===== src/rtl/multireg_pkg.sv =====
// rtl/multireg_pkg.sv - shared types for the three-register bank write master
package multireg_pkg;

  localparam int DATA_W = 8;

  typedef enum logic [1:0] {
    SEL_A   = 2'd0,
    SEL_B   = 2'd1,
    SEL_C   = 2'd2,
    SEL_ALL = 2'd3
  } reg_sel_e;

  typedef struct packed {
    reg_sel_e              sel;
    logic [DATA_W-1:0]     data;
  } wr_req_t;

  typedef enum logic [1:0] {
    IDLE   = 2'd0,
    SETUP  = 2'd1,
    STROBE = 2'd2
  } fsm_state_e;

  // Enable vector ordering is {C_EN, B_EN, A_EN}
  function automatic logic [2:0] sel_to_en(reg_sel_e sel);
    case (sel)
      SEL_A:   return 3'b001;
      SEL_B:   return 3'b010;
      SEL_C:   return 3'b100;
      default: return 3'b111;
    endcase
  endfunction

endpackage


===== src/rtl/multireg_bus_writer_if.sv =====
// rtl/multireg_bus_writer_if.sv - valid/ready write-request channel into the bank writer
interface multireg_bus_writer_if;

  logic       req_valid;
  logic       req_ready;
  logic [1:0] req_addr;
  logic [7:0] req_data;

  modport master (output req_valid, output req_addr, output req_data, input req_ready);
  modport slave  (input req_valid, input req_addr, input req_data, output req_ready);

endinterface


===== src/rtl/multireg_bus_writer_sync_fifo.sv =====
// rtl/multireg_bus_writer_sync_fifo.sv - synchronous FIFO with occupancy count, head visible on rd_data
module sync_fifo #(
  parameter int WIDTH = 8,
  parameter int DEPTH = 4,
  localparam int AW   = (DEPTH > 1) ? $clog2(DEPTH) : 1,
  localparam int LW   = $clog2(DEPTH + 1)
) (
  input  logic             clk,
  input  logic             rst,
  input  logic             push,
  input  logic             pop,
  input  logic [WIDTH-1:0] wr_data,
  output logic [WIDTH-1:0] rd_data,
  output logic             full,
  output logic             empty,
  output logic [LW-1:0]    level
);

  logic [WIDTH-1:0] r_mem [DEPTH];
  logic [AW-1:0]    r_wr_ptr;
  logic [AW-1:0]    r_rd_ptr;
  logic [LW-1:0]    r_count;
  logic             w_push;
  logic             w_pop;

  assign w_push  = push && !full;
  assign w_pop   = pop && !empty;
  assign full    = (r_count == LW'(DEPTH));
  assign empty   = (r_count == '0);
  assign level   = r_count;
  assign rd_data = r_mem[r_rd_ptr];

  always_ff @(posedge clk) begin
    if (w_push) begin
      r_mem[r_wr_ptr] <= wr_data;
    end
  end

  // DEPTH is a power of two, so pointers wrap naturally
  always_ff @(posedge clk) begin
    if (rst) begin
      r_wr_ptr <= '0;
      r_rd_ptr <= '0;
      r_count  <= '0;
    end else begin
      if (w_push) begin
        r_wr_ptr <= r_wr_ptr + AW'(1);
      end
      if (w_pop) begin
        r_rd_ptr <= r_rd_ptr + AW'(1);
      end
      case ({w_push, w_pop})
        2'b10:   r_count <= r_count + LW'(1);
        2'b01:   r_count <= r_count - LW'(1);
        default: r_count <= r_count;
      endcase
    end
  end

endmodule


===== src/rtl/multireg_bus_writer.sv =====
// rtl/multireg_bus_writer.sv - queued write master for the A/B/C register bank
// Broadcast writes (addr 3) are enabled by defining MULTIREG_BCAST_EN.
module multireg_bus_writer
  import multireg_pkg::*;
#(
  parameter int DEPTH        = 4,
  parameter int SETUP_CYCLES = 1
) (
  input  logic                         Clock,
  input  logic                         Reset,
  multireg_bus_writer_if.slave         req,
  output logic [DATA_W-1:0]            Data_Bus,
  output logic                         A_EN,
  output logic                         B_EN,
  output logic                         C_EN,
  output logic                         busy,
  output logic [$clog2(DEPTH+1)-1:0]   level,
  output logic                         drop_err
);

  localparam logic [2:0] SETUP_INIT = (SETUP_CYCLES == 0) ? 3'd0 : 3'(SETUP_CYCLES - 1);

  wr_req_t           w_in;
  wr_req_t           w_head;
  logic              w_full;
  logic              w_empty;
  logic              w_accept;
  logic              w_push;
  logic              w_pop;

  fsm_state_e        r_state;
  logic [2:0]        r_cnt;
  reg_sel_e          r_sel;
  logic [DATA_W-1:0] r_data;
  logic [2:0]        r_en;
  logic              r_drop;

  assign req.req_ready = !w_full;
  assign w_accept      = req.req_valid && !w_full;
  assign w_in          = '{sel: reg_sel_e'(req.req_addr), data: req.req_data};

`ifdef MULTIREG_BCAST_EN
  assign w_push = w_accept;
`else
  // Broadcast requests complete the handshake but are never queued
  assign w_push = w_accept && (reg_sel_e'(req.req_addr) != SEL_ALL);
`endif

  assign w_pop = !w_empty && ((r_state == IDLE) || (r_state == STROBE));

  sync_fifo #(
    .WIDTH ($bits(wr_req_t)),
    .DEPTH (DEPTH)
  ) u_fifo (
    .clk     (Clock),
    .rst     (Reset),
    .push    (w_push),
    .pop     (w_pop),
    .wr_data (w_in),
    .rd_data (w_head),
    .full    (w_full),
    .empty   (w_empty),
    .level   (level)
  );

  always_ff @(posedge Clock) begin
    if (Reset) begin
      r_state <= IDLE;
      r_cnt   <= '0;
      r_sel   <= SEL_A;
      r_data  <= '0;
      r_en    <= '0;
      r_drop  <= 1'b0;
    end else begin
      r_en <= '0;
`ifdef MULTIREG_BCAST_EN
      r_drop <= 1'b0;
`else
      r_drop <= w_accept && (reg_sel_e'(req.req_addr) == SEL_ALL);
`endif
      case (r_state)
        IDLE, STROBE: begin
          if (w_pop) begin
            r_data <= w_head.data;
            r_sel  <= w_head.sel;
            if (SETUP_CYCLES == 0) begin
              r_state <= STROBE;
              r_en    <= sel_to_en(w_head.sel);
            end else begin
              r_state <= SETUP;
              r_cnt   <= SETUP_INIT;
            end
          end else begin
            r_state <= IDLE;
          end
        end
        SETUP: begin
          if (r_cnt == 3'd0) begin
            r_state <= STROBE;
            r_en    <= sel_to_en(r_sel);
          end else begin
            r_cnt <= r_cnt - 3'd1;
          end
        end
        default: r_state <= IDLE;
      endcase
    end
  end

  assign Data_Bus = r_data;
  assign A_EN     = r_en[0];
  assign B_EN     = r_en[1];
  assign C_EN     = r_en[2];
  assign busy     = !w_empty || (r_state != IDLE);
  assign drop_err = r_drop;

endmodule


===== src/flat_wrapper.sv =====
// flat-port wrapper written by rule: the top's interface ports become plain ports
module multireg_bus_writer_flat import multireg_pkg::*;
#(
  parameter int DEPTH        = 4,
  parameter int SETUP_CYCLES = 1
)
  (Clock, Reset, Data_Bus, A_EN, B_EN, C_EN, busy, level, drop_err, req_req_valid, req_req_addr, req_req_data, req_req_ready);
  multireg_bus_writer_if req_i ();
  input  logic Clock;
  input  logic Reset;
  output logic [DATA_W-1:0] Data_Bus;
  output logic A_EN;
  output logic B_EN;
  output logic C_EN;
  output logic busy;
  output logic [$clog2(DEPTH+1)-1:0] level;
  output logic drop_err;
  input wire logic [$bits(req_i.req_valid)-1:0] req_req_valid;
  input wire logic [$bits(req_i.req_addr)-1:0] req_req_addr;
  input wire logic [$bits(req_i.req_data)-1:0] req_req_data;
  output wire logic [$bits(req_i.req_ready)-1:0] req_req_ready;
  assign req_i.req_valid = req_req_valid;
  assign req_i.req_addr = req_req_addr;
  assign req_i.req_data = req_req_data;
  assign req_req_ready = req_i.req_ready;
  multireg_bus_writer #(.DEPTH(DEPTH), .SETUP_CYCLES(SETUP_CYCLES)) u_core (.Clock(Clock), .Reset(Reset), .req(req_i), .Data_Bus(Data_Bus), .A_EN(A_EN), .B_EN(B_EN), .C_EN(C_EN), .busy(busy), .level(level), .drop_err(drop_err));
endmodule

===== config.mk =====
export PLATFORM = sky130hd
export DESIGN_NAME = multireg_bus_writer_flat
export DESIGN_NICKNAME = d
export VERILOG_FILES = /design/src/rtl/multireg_pkg.sv /design/src/rtl/multireg_bus_writer_if.sv /design/src/rtl/multireg_bus_writer_sync_fifo.sv /design/src/rtl/multireg_bus_writer.sv /design/src/flat_wrapper.sv
export SDC_FILE = /design/constraint.sdc
export NUM_CORES = 1
export LEC_CHECK = 0
export ABC_AREA = 1
export CORE_MARGIN = 2
export CORE_UTILIZATION = 50
export CTS_CLUSTER_SIZE = 30
export DETAILED_ROUTE_END_ITERATION = 8
export GPL_TIMING_DRIVEN = 0
export PLACE_DENSITY_LB_ADDON = 0.08
export SKIP_LAST_GASP = 1
export SLEW_MARGIN = 5
export SYNTH_ARGS = -nofsm -noshare
export SYNTH_HDL_FRONTEND = slang
export SYNTH_SLANG_ARGS = --single-unit

===== constraint.sdc =====
create_clock -name Clock -period 2.2 [get_ports Clock]
set_input_delay 0.22 -clock Clock [delete_from_list [all_inputs] [get_ports Clock]]
set_output_delay 0.22 -clock Clock [all_outputs]
set_load 0.02 [all_outputs]

Yosys cells after proc, flatten, opt, wreduce, memory -nomap -nowiden
Memory sizes are Yosys's and may differ from the RTL's. A register that Yosys moved wholly into a read port is not among the register bits.
Index checks and enable logic that the tools add are counted.
Widths: inputs -> output; s select.

storage, ports and cells
  flip-flop bits (word level) = 16
  RAM bits = 40
  input port bits = 13
  output and inout bits = 17
  word-level logic and storage cells = 58
  memories kept = 1

memories
  memory               words  bits a word  read ports  clocked after Yosys merged registers in  write ports  RTL line                             source
  u_core.u_fifo.r_mem  4      10           1           1                                        1            multireg_bus_writer_sync_fifo.sv:19  logic [WIDTH-1:0] r_mem [DEPTH];

operators by class
  add/subtract/negate cells = 5
  eq/ne operators = 12
  multiplexer cells = 10
  bitwise operators = 2
  reduce and logical (&&, ||, !) cells = 21

operator list
  kind                 number
  $pmux 3 s2           2
  $pmux 3 s3           1
  $eq 2x2->1 const B   4
  $eq 2x1->1 const B   3
  $logic_and 1x1->1    6
  $logic_not 3->1      2
  $mux 3               2
  $ne 2x2->1 const B   3
  $reduce_bool 2->1    3
  $sub 3x1->3 const B  2
  $add 2x1->2 const B  2
  $logic_not 2->1      2
  $pmux 2 s2           1
  $add 3x1->3 const B  1
  $eq 3x3->1 const B   1
  $mux 1               3
  $reduce_and 3->1     1
  $reduce_or 3->1      1
  $logic_not 1->1      2
  $logic_or 1x1->1     2
  $mux 2               1
  $ne 2x1->1 const B   1
  $not 1->1            2
  $reduce_and 2->1     1
  $reduce_or 2->1      1

Depth between registers and ports, before layout
  depth after elaboration = 7
  gate-level depth with buffers = 13

Cells and area by module
From an unflattened synthesis, not the netlist that was laid out.

unflattened totals
  cell total of the unflattened synthesis = 264
  area, all modules = 2760.1 sq um

by module, submodules not included
  module               times used  cells an instance  area an instance (sq um)  sequential area each (sq um)
  sync_fifo            1           167                1983.2                    1381.3
  multireg_bus_writer  1           97                 777.0                     380.4

Least setup slack after synthesis
Ideal clock, no wire load.

  path type = register to register
  start point = reg u_core.u_fifo.r_count[0], in the netlist u_core.u_fifo.level[0]
  end point = reg u_core.u_fifo.r_count[2], in the netlist u_core.u_fifo.level[2]
  library setup time = 113 ps
  arrival = 1985 ps
  setup slack = 102 ps
  cell stages (with the launch flop) = 12
  period minus slack after synthesis = 2098 ps
  cells stage by stage = dfxtp_1 nor2_2 nand2_1 nand3_2 ha_1 inv_1 fa_1 or2_2 nand2_1 nand2_1 nand2_1 nor2_1

on the way
  cells in the longest elaborated chain, start to end = 7

RTL lines
  element                                          RTL line                             source
  start: declaration                               multireg_bus_writer_sync_fifo.sv:22  logic [LW-1:0] r_count;
  start signal: assignment                         multireg_bus_writer_sync_fifo.sv:53  2'b10: r_count <= r_count + LW'(1);
  start signal: assignment                         multireg_bus_writer_sync_fifo.sv:54  2'b01: r_count <= r_count - LW'(1);
  start signal: assignment                         multireg_bus_writer_sync_fifo.sv:55  default: r_count <= r_count;
  $eq 3x3->1 *                                     multireg_bus_writer_sync_fifo.sv:28  assign full = (r_count == LW'(DEPTH));
  $logic_not 1->1 *                                -
  named net req_req_ready                          flat_wrapper.sv:21                   output wire logic [$bits(req_i.req_ready)-1:0] req_req_ready;
  $logic_and 1x1->1                                multireg_bus_writer.sv:39            assign w_accept = req.req_valid && !w_full;
  $logic_and 1x1->1                                multireg_bus_writer.sv:46            assign w_push = w_accept && (reg_sel_e'(req.req_addr) != SEL_ALL);
  $logic_and 1x1->1 *                              multireg_bus_writer_sync_fifo.sv:26  assign w_push = push && !full;
  $eq 2x1->1 or $eq 2x2->1 (tied branches)         multireg_bus_writer_sync_fifo.sv:52  case ({w_push, w_pop})
  $pmux 3 s2 or $reduce_bool 2->1 (tied branches)  -

The timed path passes the listed nets; every way through them passes the cells marked *.
A chain may end at the register's enable or synchronous reset.

Final worst setup path
  start point = reg u_core.u_fifo.r_count[2], in the netlist u_core.u_fifo.level[2]
  end point = reg u_core.u_fifo.r_count[2], in the netlist u_core.u_fifo.level[2]

on the way
  cells in the longest elaborated chain, start to end = 7

RTL lines
  element                                          RTL line
  $eq 3x3->1                                       multireg_bus_writer_sync_fifo.sv:28
  $logic_not 1->1                                  multireg_bus_writer_sync_fifo.sv:26, multireg_bus_writer.sv:39
  $logic_and 1x1->1                                multireg_bus_writer.sv:39
  $logic_and 1x1->1                                multireg_bus_writer.sv:46
  $logic_and 1x1->1                                multireg_bus_writer_sync_fifo.sv:26
  $eq 2x1->1 or $eq 2x2->1 (tied branches)         multireg_bus_writer_sync_fifo.sv:52
  $pmux 3 s2 or $reduce_bool 2->1 (tied branches)  -

Parallel ways exist; a longest one is shown, timed or not.

==> flow_summary.yaml <==
critical_path:
  end_kind: "flip-flop"
  cp_max_fo: 13
  worstPathArrival_ps: 2220
  crit_type: "flip-flop to flip-flop"
  crit_required_ps: 2440
  rrSetupSlack_ps: 220
  crit_path_start_kind: "flip-flop"
  reg2regPathDepth: 12
cells_and_area:
  diodes: 0
  area_growth_pct: 19.49
  drive_gt1_share_pct: 8.857
  nets: 369
  instances_no_fill: 422
  design_area_um2: 3430
drt:
  antenna_left: 0
  drtIter0Drc: 105
  post_drt_wl_per_cell_um: 12.90
  first_pass_iters: 4
  totalWireLength_um: 5442
  via_per_inst: 4.682
  num_vias: 1976
  drc: 0
clock_tree:
  clockRootBuffer: "clkbuf_8"
  cts_max_level: 3
  clk_path_buf_depth: 2
  clkLatencyLatePin_ps: 340
  cts_setup_buffers: 0
  clk_pin_slew_worst_paths_ps: 70
  cts_sinks: 66
  cts_buffers: 9
  cts_tree: "yes"
yosys:
  ys.flop_type: "edfxtp_1"
  ys_seq_elements: 66
  synth_warnings: 0
  synth.distinct_cells: 26
  syn_nets: 331
  synth_cells: 307
  syn_area_um2: 2870
  synth-edff-count: 40
  yosysMostFrequentCell: "nand2_1"
  post_synth.cell_area_avg_um2: 9.349
  ys_seq_area_share_pct: 59.98
  synth_top_area_share_pct: 41.85
  synth_area_leader_cell: "edfxtp_1"
  async_flop_share_pct: 0
  synth.area.top_cells: "edfxtp_1, dfxtp_1, nand2_1"
  synth.top_cells.by_count: "nand2_1, inv_1, nor2_1"
power_and_ir_drop:
  peakVddDrop_v: 0.0008036
  p_sw_share_pct: 38.00
  internal-power_uw: 2787
  p_leak_uw: 0.001445
  p_sw_uw: 1708
  p_per_area_nw_per_um2: 1311
  pwr-share-seq_pct: 37.2
  clockPowerShare_pct: 21.6
  pwr-share-comb_pct: 41.1
status:
  status: "finished clean"
timing:
  rsz0062_at_grt: "false"
  setup_ws_ps: 221.7
  max_slew_margin_pct: 32.58
  setup_viol_count_final: 0
  fin_skew_ps: 11.77
  finalHoldViolations: 0
  fin_crit_sh_pct: 89.92
  clock.fmax_mhz: 505.5
  drv_slew: 0
  tns_ps: 0
  tightest_slew_ps: 1008
  period_needed_ps: 1978
placed_design:
  place_inst: 407
  placed_area_um2: 3241
  gp_congestion: 0.7451
  portBuffers: 28
  pre_cts_ws_ps: -123.0
  dp.final_hpwl_um: 3533
global_routing:
  grt_max_degree: 12
  grt_use_total_pct: 19.27
  grt_pass1_vias: 1834
  grt_pass1_wl_um: 8838
  grt_overflow: 0
  grt_antenna_before_repair: 0
floorplanning:
  rows: 27
  chipWidth_um: 79.77
  core_area_um2: 5540
  dieArea_um2: 6362
  ioPinCount: 30
  die_h_um: 79.77
  initial_utilization_pct: 51.81
hold_path:
  min_path_type: "input port to flip-flop"
  hold_depth: 3
job:
  cap_violations: 0
-- repair_timing --
item	in CTS	in global routing
resized for setup	0	6
setup endpoints to repair	0	11
hold buffers	0	0
-- sequential cells by signal, summed over array words and instances, names as in the netlist --
signal                  count
u_core.drop_err             1
u_core.r_sel                2
u_core.u_fifo.r_rd_ptr      2
u_core.u_fifo.level         3
u_core.r_en                 3
u_core.r_cnt                3
u_core.r_state              2
u_core.u_fifo.r_wr_ptr      2
u_core.Data_Bus             8
u_core.u_fifo.r_mem        40
-- worst max-delay path: stages (launching register included) --
cell and delay (ps):
dfxtp_2 350, inv_1 80, nand2_2 90, nand2_4 110
inv_6 150, ha_1 150, inv_1 60, fa_1 370
or2_2 300, nand2_1 90, nand2_1 50, nand2_1 50
nor2_1 40
-- layout make-up --
class	instances	area, um^2
buffer	9	53.80
clock inverter	7	60.06
timing repair buffer	28	280.3
inverter	55	211.5
sequential	66	1725
tap	72	90.09
multi-input combinational	176	884.6
fill	485	2111
clock buffer	9	123.9
-- power groups by stage --
stage	clock network [uW]	logic, uW	registers (uW)
after floorplan	0	1140	1810
after global placement	0	1850	1690
after detailed placement	0	1880	1700
after CTS	980	1900	1670
after global routing	1040	2090	1700
final	973	1850	1670
-- kinds of logic after synthesis --
group / count (synthesis) / share of synthesized area (%)
AOI/OAI and AO/OA: 31 / 5.405
xor gates and xnor gates: 1 / 0.3052
buffers and inverters: 65 / 9.547
adders and majority gates: 11 / 5.057
DFF: 66 / 59.98
and+or+nand+nor: 133 / 19.70
-- layer usage --
layer	track usage [%]	wire [um]
met5	0	0
met4	9.322	110
met3	4.072	188
met2	30.42	2564
met1	25.33	2578
-- worst paths after layout --
kind / start / end
hold reg to reg: u_core.r_cnt[1] / u_core.r_cnt[1]
hold / removal: Reset / u_core.Data_Bus[0]
setup reg to reg: u_core.u_fifo.level[2] / u_core.u_fifo.level[2]
setup / recovery: u_core.u_fifo.level[2] / u_core.u_fifo.level[2]
-- through the flow --
stage          hold slack, ps  power, uW  util (%)
2_1_floorplan           318.9       2953         -
3_3_place_gp            473.5       3544     58.49
3_5_place_dp            480.1       3579     58.49
4_1_cts                 418.2       4549     61.81
5_1_grt                 462.2       4834     61.90
6_report                419.8       4495     61.90
-- cells in the final DEF (no fill, tap or decap) --
master	n
a21oi_1	18
and2_1	10
buf_2	4
buf_4	2
buf_6	1
bufinv_16	1
clkbuf_1	2
clkbuf_8	9
clkdlybuf4s50_1	28
clkinv_1	3
clkinv_2	2
clkinv_4	1
dfxtp_1	23
dfxtp_2	3
edfxtp_1	40
fa_1	1
ha_1	10
inv_1	53
inv_2	1
inv_6	1
nand2_1	61
nand2_2	2
nand2_4	1
nand3_1	13
nand3_4	1
nand4_1	1
nor2_1	41
nor2_2	1
nor3_1	1
o21ai_0	3
o21ai_1	10
or2_2	1
xor2_1	1
Note: power is estimated with default switching activity, not from simulation.
